`src/rtl/trigger_conditioner_if.sv`:
```
`default_nettype none
// ============================================================================
// Module  : trigger_conditioner_if
// Brief   : Trigger inputs, control strobes and conditioned outputs bundle.
// Rev     : 1.0
// ============================================================================
interface trigger_conditioner_if #(
    parameter int N_CH  = 4,
    parameter int CNT_W = 16
);
    logic [N_CH-1:0]       trigg_in;
    logic                  enable;
    logic                  clear_stats;
    logic [N_CH-1:0]       trigg_pulse;
    logic [N_CH-1:0]       trigg_level;
    logic [N_CH-1:0]       busy;
    logic [N_CH*CNT_W-1:0] reject_cnt;

    modport master (
        output trigg_in, enable, clear_stats,
        input  trigg_pulse, trigg_level, busy, reject_cnt
    );

    modport slave (
        input  trigg_in, enable, clear_stats,
        output trigg_pulse, trigg_level, busy, reject_cnt
    );
endinterface
`default_nettype wire

```
`src/rtl/trigger_conditioner.sv`:
```
`default_nettype none
// ============================================================================
// Module  : trigger_conditioner
// Brief   : Per-channel synchronizer, glitch filter, one-shot pulse, lockout
//           window and saturating bounce counter for raw trigger pins.
// Rev     : 1.0
// ============================================================================
module trigger_conditioner #(
    parameter int N_CH           = 4,
    parameter int FILTER_CYCLES  = 8,
    parameter int LOCKOUT_CYCLES = 1000,
    parameter int CNT_W          = 16
) (
    input  logic                 clk,
    input  logic                 reset_n,
    trigger_conditioner_if.slave bus
);

    typedef enum logic [1:0] {
        ST_IDLE     = 2'd0,
        ST_QUALIFY  = 2'd1,
        ST_LOCKOUT  = 2'd2,
        ST_WAIT_LOW = 2'd3
    } state_t;

    localparam int QW = (FILTER_CYCLES  > 1) ? $clog2(FILTER_CYCLES)  : 1;
    localparam int LW = (LOCKOUT_CYCLES > 1) ? $clog2(LOCKOUT_CYCLES) : 1;
    localparam logic [QW-1:0]    C_Q_LAST  = QW'(FILTER_CYCLES - 1);
    localparam logic [LW-1:0]    C_L_LAST  = LW'(LOCKOUT_CYCLES - 1);
    localparam logic [CNT_W-1:0] C_CNT_MAX = '1;

    logic [N_CH-1:0]       w_pulse;
    logic [N_CH-1:0]       w_level;
    logic [N_CH-1:0]       w_busy;
    logic [N_CH*CNT_W-1:0] w_cnt;

    for (genvar i = 0; i < N_CH; i++) begin : g_ch
        logic             r_meta;
        logic             r_s;
        logic             r_s_d;
        state_t           r_state;
        logic [QW-1:0]    r_qcnt;
        logic [LW-1:0]    r_lcnt;
        logic             r_pulse;
        logic             r_level;
        logic             r_busy;
        logic [CNT_W-1:0] r_cnt;
        logic             w_inc;

        // Bounces are only counted while the lockout window is live.
        assign w_inc = bus.enable && (r_state == ST_LOCKOUT) && r_s && !r_s_d;

        always_ff @(posedge clk or negedge reset_n) begin
            if (!reset_n) begin
                r_meta  <= 1'b0;
                r_s     <= 1'b0;
                r_s_d   <= 1'b0;
                r_state <= ST_IDLE;
                r_qcnt  <= '0;
                r_lcnt  <= '0;
                r_pulse <= 1'b0;
                r_level <= 1'b0;
                r_busy  <= 1'b0;
            end else begin
                r_meta  <= bus.trigg_in[i];
                r_s     <= r_meta;
                r_s_d   <= r_s;
                r_pulse <= 1'b0;
                if (!bus.enable) begin
                    r_state <= ST_IDLE;
                    r_qcnt  <= '0;
                    r_lcnt  <= '0;
                    r_level <= 1'b0;
                    r_busy  <= 1'b0;
                end else begin
                    case (r_state)
                        ST_IDLE: begin
                            if (r_s) begin
                                if (FILTER_CYCLES == 1) begin
                                    r_state <= ST_LOCKOUT;
                                    r_pulse <= 1'b1;
                                    r_level <= 1'b1;
                                    r_busy  <= 1'b1;
                                    r_lcnt  <= '0;
                                end else begin
                                    r_state <= ST_QUALIFY;
                                    r_qcnt  <= QW'(1);
                                end
                            end
                        end
                        ST_QUALIFY: begin
                            if (!r_s) begin
                                r_state <= ST_IDLE;
                                r_qcnt  <= '0;
                            end else if (r_qcnt == C_Q_LAST) begin
                                r_state <= ST_LOCKOUT;
                                r_qcnt  <= '0;
                                r_pulse <= 1'b1;
                                r_level <= 1'b1;
                                r_busy  <= 1'b1;
                                r_lcnt  <= '0;
                            end else begin
                                r_qcnt <= r_qcnt + 1'b1;
                            end
                        end
                        ST_LOCKOUT: begin
                            if (r_lcnt == C_L_LAST) begin
                                r_lcnt <= '0;
                                r_busy <= 1'b0;
                                if (r_s) begin
                                    r_state <= ST_WAIT_LOW;
                                end else begin
                                    r_state <= ST_IDLE;
                                    r_level <= 1'b0;
                                end
                            end else begin
                                r_lcnt <= r_lcnt + 1'b1;
                            end
                        end
                        ST_WAIT_LOW: begin
                            if (!r_s) begin
                                r_state <= ST_IDLE;
                                r_level <= 1'b0;
                            end
                        end
                        default: begin
                            r_state <= ST_IDLE;
                            r_level <= 1'b0;
                            r_busy  <= 1'b0;
                        end
                    endcase
                end
            end
        end

        // Clear has priority over a same-cycle increment.
        always_ff @(posedge clk or negedge reset_n) begin
            if (!reset_n) begin
                r_cnt <= '0;
            end else if (bus.clear_stats) begin
                r_cnt <= '0;
            end else if (w_inc && (r_cnt != C_CNT_MAX)) begin
                r_cnt <= r_cnt + 1'b1;
            end
        end

        assign w_pulse[i]               = r_pulse;
        assign w_level[i]               = r_level;
        assign w_busy[i]                = r_busy;
        assign w_cnt[i*CNT_W +: CNT_W]  = r_cnt;
    end

    assign bus.trigg_pulse = w_pulse;
    assign bus.trigg_level = w_level;
    assign bus.busy        = w_busy;
    assign bus.reject_cnt  = w_cnt;

endmodule
`default_nettype wire

```
`src/flat_wrapper.sv`:
```
// flat-port wrapper written by rule: the top's interface ports become plain ports
module trigger_conditioner_flat 
#(
    parameter int N_CH           = 4,
    parameter int FILTER_CYCLES  = 8,
    parameter int LOCKOUT_CYCLES = 1000,
    parameter int CNT_W          = 16
)
  (clk, reset_n, bus_trigg_in, bus_enable, bus_clear_stats, bus_trigg_pulse, bus_trigg_level, bus_busy, bus_reject_cnt);
  trigger_conditioner_if #(.N_CH(N_CH), .CNT_W(CNT_W)) bus_i ();
  input  logic clk;
  input  logic reset_n;
  input wire logic [$bits(bus_i.trigg_in)-1:0] bus_trigg_in;
  input wire logic [$bits(bus_i.enable)-1:0] bus_enable;
  input wire logic [$bits(bus_i.clear_stats)-1:0] bus_clear_stats;
  output wire logic [$bits(bus_i.trigg_pulse)-1:0] bus_trigg_pulse;
  output wire logic [$bits(bus_i.trigg_level)-1:0] bus_trigg_level;
  output wire logic [$bits(bus_i.busy)-1:0] bus_busy;
  output wire logic [$bits(bus_i.reject_cnt)-1:0] bus_reject_cnt;
  assign bus_i.trigg_in = bus_trigg_in;
  assign bus_i.enable = bus_enable;
  assign bus_i.clear_stats = bus_clear_stats;
  assign bus_trigg_pulse = bus_i.trigg_pulse;
  assign bus_trigg_level = bus_i.trigg_level;
  assign bus_busy = bus_i.busy;
  assign bus_reject_cnt = bus_i.reject_cnt;
  trigger_conditioner #(.N_CH(N_CH), .FILTER_CYCLES(FILTER_CYCLES), .LOCKOUT_CYCLES(LOCKOUT_CYCLES), .CNT_W(CNT_W)) u_core (.clk(clk), .reset_n(reset_n), .bus(bus_i));
endmodule
```
`config.mk`:
```
export PLATFORM = sky130hd
export DESIGN_NAME = trigger_conditioner_flat
export DESIGN_NICKNAME = d
export VERILOG_FILES = /design/src/rtl/trigger_conditioner_if.sv /design/src/rtl/trigger_conditioner.sv /design/src/flat_wrapper.sv
export SDC_FILE = /design/constraint.sdc
export NUM_CORES = 1
export LEC_CHECK = 0
export ABC_AREA = 1
export BUFFER_PORTS_ARGS = -buffer_cell sky130_fd_sc_hd__buf_2
export CAP_MARGIN = 20
export CORE_ASPECT_RATIO = 1.2
export CORE_MARGIN = 2
export CORE_UTILIZATION = 40
export CTS_BUF_LIST = sky130_fd_sc_hd__clkbuf_2
export CTS_CLUSTER_DIAMETER = 100
export DETAILED_ROUTE_END_ITERATION = 12
export SYNTH_ARGS = -nofsm -noshare
export SYNTH_HDL_FRONTEND = slang
export SYNTH_SLANG_ARGS = --single-unit
```
`constraint.sdc`:
```
create_clock -name clk -period 1.5 [get_ports clk]
set_input_delay 0.3 -clock clk [delete_from_list [all_inputs] [get_ports clk]]
set_output_delay 0.3 -clock clk [all_outputs]
set_load 0.01 [all_outputs]
```
Yosys cells after proc, flatten, opt, wreduce, memory -nomap -nowiden
Cells that the tools add are included.
{"block": "totals", "regBits": 148, "in_bits": 8, "out_inout_bits": 76, "word_cells": 292}
{"block": "classes", "addsub": 12, "n_eq_ne": 60, "mux": 132, "n_reduce_logical": 48}
{"cell": "2-to-1 mux 10 bit", "n": 16}
{"cell": "2-to-1 mux 16 bit", "n": 8}
{"cell": "case mux 10 bit (2 select lines)", "n": 4}
{"cell": "adder 16 x 1 -> 16 bit (second input constant)", "n": 4}
{"cell": "!= test 16 bit (second input constant)", "n": 4}
{"cell": "2-to-1 mux 2 bit", "n": 28}
{"cell": "2-to-1 mux 3 bit", "n": 16}
{"cell": "AND reduction 4 bit", "n": 12}
{"cell": "2-to-1 mux 1 bit", "n": 44}
{"cell": "adder 10 x 1 -> 10 bit (second input constant)", "n": 4}
{"cell": "== test 10 bit (second input constant)", "n": 4}
{"cell": "!= test 3 x 2 -> 1 bit (second input constant)", "n": 12}
{"cell": "case mux 2 bit (4 select lines)", "n": 4}
{"cell": "!= test 3 x 1 -> 1 bit (second input constant)", "n": 8}
{"cell": "!= test 3 bit (second input constant)", "n": 8}
{"cell": "case mux 3 bit (2 select lines)", "n": 4}
{"cell": "== test 2 bit (second input constant)", "n": 8}
{"cell": "logical AND 1 bit", "n": 16}
{"cell": "!= test 4 x 1 -> 1 bit (second input constant)", "n": 4}
{"cell": "!= test 4 bit (second input constant)", "n": 4}
{"cell": "adder 3 x 1 -> 3 bit (second input constant)", "n": 4}
{"cell": "== test 3 bit (second input constant)", "n": 4}
{"cell": "case mux 1 bit (3 select lines)", "n": 4}
{"cell": "AND reduction 3 bit", "n": 4}
{"cell": "other kinds (6)", "n": 24}

Longest topological paths before layout
{"block": "logic_depth", "ltp_word": 7, "ltp_mapped": 12, "depth_no_buf": 12}

Least setup slack after synthesis
OpenSTA, ideal clock, no wires.
{"block": "synth_timing", "kind": "register to register", "from": "register u_core.g_ch[1].r_cnt[0]", "to": "register u_core.g_ch[1].r_cnt[13]", "setup_time_ns": 0.066, "t_arrival_ns": 1.597, "required_time_ns": 1.434, "setup_slack_ns": -0.162, "stages_incl_launch_ff": 11, "n_path_buf": 2, "period_less_slack_ns": 1.662, "path_cell_list": "dfrtp_1 ha_1 nand3_1 clkinv_1 nand2_1 o21a_1 buf_6 nor2_8 buf_8 nand2_1 nand2_1"}
{"block": "synth_via", "elab_chain_cells": 3, "word_cells_on_any_way": 6, "classes_between": "add/sub: 1; eq/ne: 1; mux: 2; reduce/logical: 2"}
{"item": "start, declared", "line_no": "trigger_conditioner.sv:47", "rtl": "logic [CNT_W-1:0] r_cnt;"}
{"item": "start signal, assigned", "line_no": "trigger_conditioner.sv:143", "rtl": "r_cnt <= r_cnt + 1'b1;"}
{"item": "adder 16 x 1 -> 16 bit or != test 16 bit (tied branches)", "line_no": "trigger_conditioner.sv:143, trigger_conditioner.sv:142"}
{"item": "2-to-1 mux 16 bit or logical AND 1 bit (tied branches)", "line_no": "trigger_conditioner.sv:142", "rtl": "end else if (w_inc && (r_cnt != C_CNT_MAX)) begin"}
{"item": "2-to-1 mux 16 bit or nonzero test 2 bit (tied branches)"}
Several ways; a longest one is shown, not always the timed one. The select of a mux whose other input is x is not followed.
A chain may end at the register's enable or synchronous reset.

Worst setup path after layout
{"block": "layout_timing", "from": "register u_core.g_ch[0].r_cnt[5]", "to": "register u_core.g_ch[0].r_cnt[12]"}
{"block": "layout_via", "elab_chain_cells": 3, "word_cells_on_any_way": 6, "classes_between": "add/sub: 1; eq/ne: 1; mux: 2; reduce/logical: 2"}
{"item": "start, declared", "line_no": "trigger_conditioner.sv:47"}
{"item": "start signal, assigned", "line_no": "trigger_conditioner.sv:143"}
{"item": "adder 16 x 1 -> 16 bit or != test 16 bit (tied branches)", "line_no": "trigger_conditioner.sv:143, trigger_conditioner.sv:142"}
{"item": "2-to-1 mux 16 bit or logical AND 1 bit (tied branches)", "line_no": "trigger_conditioner.sv:142"}
{"item": "2-to-1 mux 16 bit or nonzero test 2 bit (tied branches)"}
Several ways; a longest one is shown, not always the timed one. The select of a mux whose other input is x is not followed.

==> summary.md <==
| Metric | Value |
|---|---|
| Origin of the critical flop-to-flop path | u_core.g_ch[0].r_cnt[5]$_DFFE_PN0P_ |
| CTS tree | yes |
| # fillers | about 1,600 |
| R2R cell count | 10 |
| Failing checks | setup timing |
| Reg area | between 3000 and 4000 um2 |
| WP data arrival | roughly 2.3 ns |
| Critical path's slowest cell | dfrtp_1 |
| FF+latch count, synth | 148 |
| Yosys top cell by area | dfrtp_1 |
| Initial core utilization | 40.75% |
| Clock transition at the registers of the reported paths | approximately 0.25 ns |
| Syn avg cell area | between 7 and 8 um2 |
| Initial antenna violation count | 1 |
| DP Area | approximately 11,000 um2 |
| Row Count | 58 |
| Slew Limit Fails | 0 |
| CP peak stage delay | roughly 0.43 ns |
| DR pass1 iterations | 4 |
| Root buf cell | clkbuf_2 |
| Main synth FF type | dfrtp_1 |
| Endpoint class of the critical path | register |
| Worst skew pair latency | 0.72 ns |
| Grt ovf | 0 |
| Slew headroom | between 60% and 70% |
| Top cell family by delay on the critical path | buffers and inverters |
| Yosys cell types | between 40 and 50 |
| Number of max-cap violations | 0 |
| Syn nets | 1,185 |
| Reg2reg setup slack | -0.23 ns |
| Total GRT Usage | between 20% and 30% |
| Vias in the first global route | 9,144 |
| Die Wd | about 140 um |
| Vias/cell | 5.114 |
| Fin crit period | approximately 1.7 ns |
| Remaining antenna violation count | 0 |
| Status | complete, but fails checks |
| # nets final | roughly 1,600 |
| Worst Tran Pin Value | between 0.5 and 0.6 ns |
| Clock skew | around 0.046 ns |
| Seq/Total Area, Yosys | around 43% |
| Period utilization | 115.3% |
| CTS buffer count | 17 |
| Cells after Synth | ~1,200 |
| Boundary Pins | 84 |
| Area Overhead vs Synth | 64.56% |
| Most common cell after layout, fill and taps aside | nand2_1 |
| Post-synth EDFFs | 0 |
| Reg2reg end | u_core.g_ch[0].r_cnt[12]$_DFFE_PN0P_ |
| IO buf count | 83 |
| Setup violators final | ~170 |
| GP Congestion | 0.8960 |
| Die Area | 22,560 um2 |
| Startpoint types | register |
| Area contributors post-synth | dfrtp_1 (43%), nand2_1 (17%), nor2_1 (5.4%) |
| Die Ht | approximately 160 um |
| Synth warn | 0 |
| Final Hold Viols | 0 |
| Worst setup margin | -0.2292 ns |
| Critical Path Start | u_core.g_ch[0].r_cnt[5]$_DFFE_PN0P_ |
| Post-Route WL | ~28,000 um |
| VDD IR max | 0.6650 mV |
| DRC Markers | 0 |
| Layout cell share with drive strength beyond 1 | between 40% and 50% |
| DP Wirelength | 16,510 um |
| Largest net degree at the start of global routing | 46 |
| Routed vias | between 9,000 and 10,000 |
| Cell area after layout | ~14,000 um2 |
| Hold Crit Class | in -> async |
| Async SR Flop Fraction | between 90% and 100% |
| WP buf/inv | 4 |
| # H-tree levels | 4 |
| CP required | 2.09 ns |
| Initial drt markers | approximately 400 |
| Critical path depth in cells | 10 |
| RSZ-0062 raised after global routing | yes |
| First-pass GRT wire length | 42,230 um |
| Multi-input logic area | 5233 um2 |
| Maximum clock path buffer count | 2 |
| CTS Sinks | 148 |
| Pleak | about 7.1 nW |
| Fmax | between 500 and 600 MHz |
| PwrDens | ~680 nW/um2 |
| Setup_tns | -21.17 ns |
| Mapped cell area | ~8500 um2 |
| Core area | around 21,000 um2 |
| WS Path Type | reg -> reg |
| Most frequent cells in the layout | nand2_1 (317), buf_4 (233), buf_6 (166) |
| Drt wl/cell | about 15 um |
| Top cell type's share of synthesized area | a little over two fifths |
| Worst Path Max Fanout | 4 |
| Cell Chain, Critical Path | buf_4, nand2_1, nor2_2, nand2_2, o21a_4, buf_4, buf_6, buf_16, nand4_1, nand2_1 |
==> report_power, final <==
part / switching, mW / internal [mW]
sequential: 0.182 / 4.21
clock: 1.51 / 0.723
combinational: 1.55 / 1.41
total: 3.24 / 6.34
==> per-layer routing <==
metal	part of all wire, %	vias to the layer above	GRT usage [%]	routed length [um]
li1	-	4615	-	-
met1	40	4601	26.97	11010
met2	53	244	42.88	14720
met3	3.8	67	4.105	1046
met4	2.9	0	8.669	786
met5	0	-	0	0
==> Yosys cell counts (7+ instances only) <==
master and number:
ha_1 21, buf_4 15, nand4_1 64, clkbuf_1 7, o21ai_0 42, xor2_1 22
nor2_1 124, nand3_1 89, dfrtp_1 148, buf_2 7, inv_1 108, nand3b_1 9
a21oi_1 11, nand2_1 398, nor3_1 18, o21bai_1 11, or2_2 12
==> cells by family after synthesis <==
family                     count (synthesis)  share of synthesized area (%)
xor gates and xnor gates                  23                          2.357
AOI/OAI and AO/OA                         85                          6.002
buffers and inverters                    148                          7.846
and+or+nand+nor                          731                          37.39
DFF                                      148                          43.33
adders and majority gates                 21                          3.074
==> flip-flops by register name, summed over array words and instances, names as in the netlist <==
register	cells
u_core.g_ch.r_busy	4
u_core.g_ch.r_cnt	64
u_core.g_ch.r_lcnt	40
u_core.g_ch.r_level	4
u_core.g_ch.r_meta	4
u_core.g_ch.r_pulse	4
u_core.g_ch.r_qcnt	12
u_core.g_ch.r_s	4
u_core.g_ch.r_s_d	4
u_core.g_ch.r_state	8
==> metrics by stage <==
stage               hold WS (ns)  setup WS (ns)  cells  util [%]  total power, mW
finish                    0.1352        -0.2292   1863     67.06            9.585
detailed placement        0.2218        -0.1343   1655     50.80            6.312
CTS                      0.04272        -0.3103   1831     62.80            9.098
global placement          0.2157       -0.08735   1655     50.80            6.290
floorplan               0.004409        -0.1115   1156         -            5.484
global route             0.02791        -0.3611   1863     67.06            10.13
==> how the worst max path moves through the flow <==
stage                     slack (ns)                                   end
final                          -0.23  u_core.g_ch[0].r_cnt[12]$_DFFE_PN0P_
after global routing           -0.36                    bus_reject_cnt[39]
after CTS                      -0.31                    bus_reject_cnt[39]
after detailed placement       -0.13  u_core.g_ch[2].r_lcnt[2]$_DFFE_PN0P_
after global placement         -0.09  u_core.g_ch[0].r_lcnt[8]$_DFFE_PN0P_
after floorplan                -0.11   u_core.g_ch[3].r_cnt[3]$_DFFE_PN0P_
==> worst reg2reg max path, delay by kind of cell, from the launching register on <==
| family | cells | cell delay (ns) |
|---|---|---|
| buf+inv | 4 | 0.48 |
| compound gates | 1 | 0.25 |
| flops | 1 | 0.43 |
| simple gates | 5 | 0.44 |
==> cell type report <==
type,count,share of cell area (%)
multi-input cells,863,37.20
repair buffers,437,29.14
flip-flops and latches,148,26.45
inverters,112,3.292
well taps,270,2.402
clock inverters,13,0.8362
clock buffers,18,0.6405
diodes,2,0.03558
==> what timing repair did <==
action / in CTS / in global routing
endpoints found under the hold margin: 156 / 0
gates resized for setup: 271 / 193
hold buffers: 7 / 0
pin swaps: 61 / 109
endpoints found under the setup margin: 178 / 198
setup buffers: 132 / 37
cloned: 9 / 0
(Power assumes the default switching activity.)
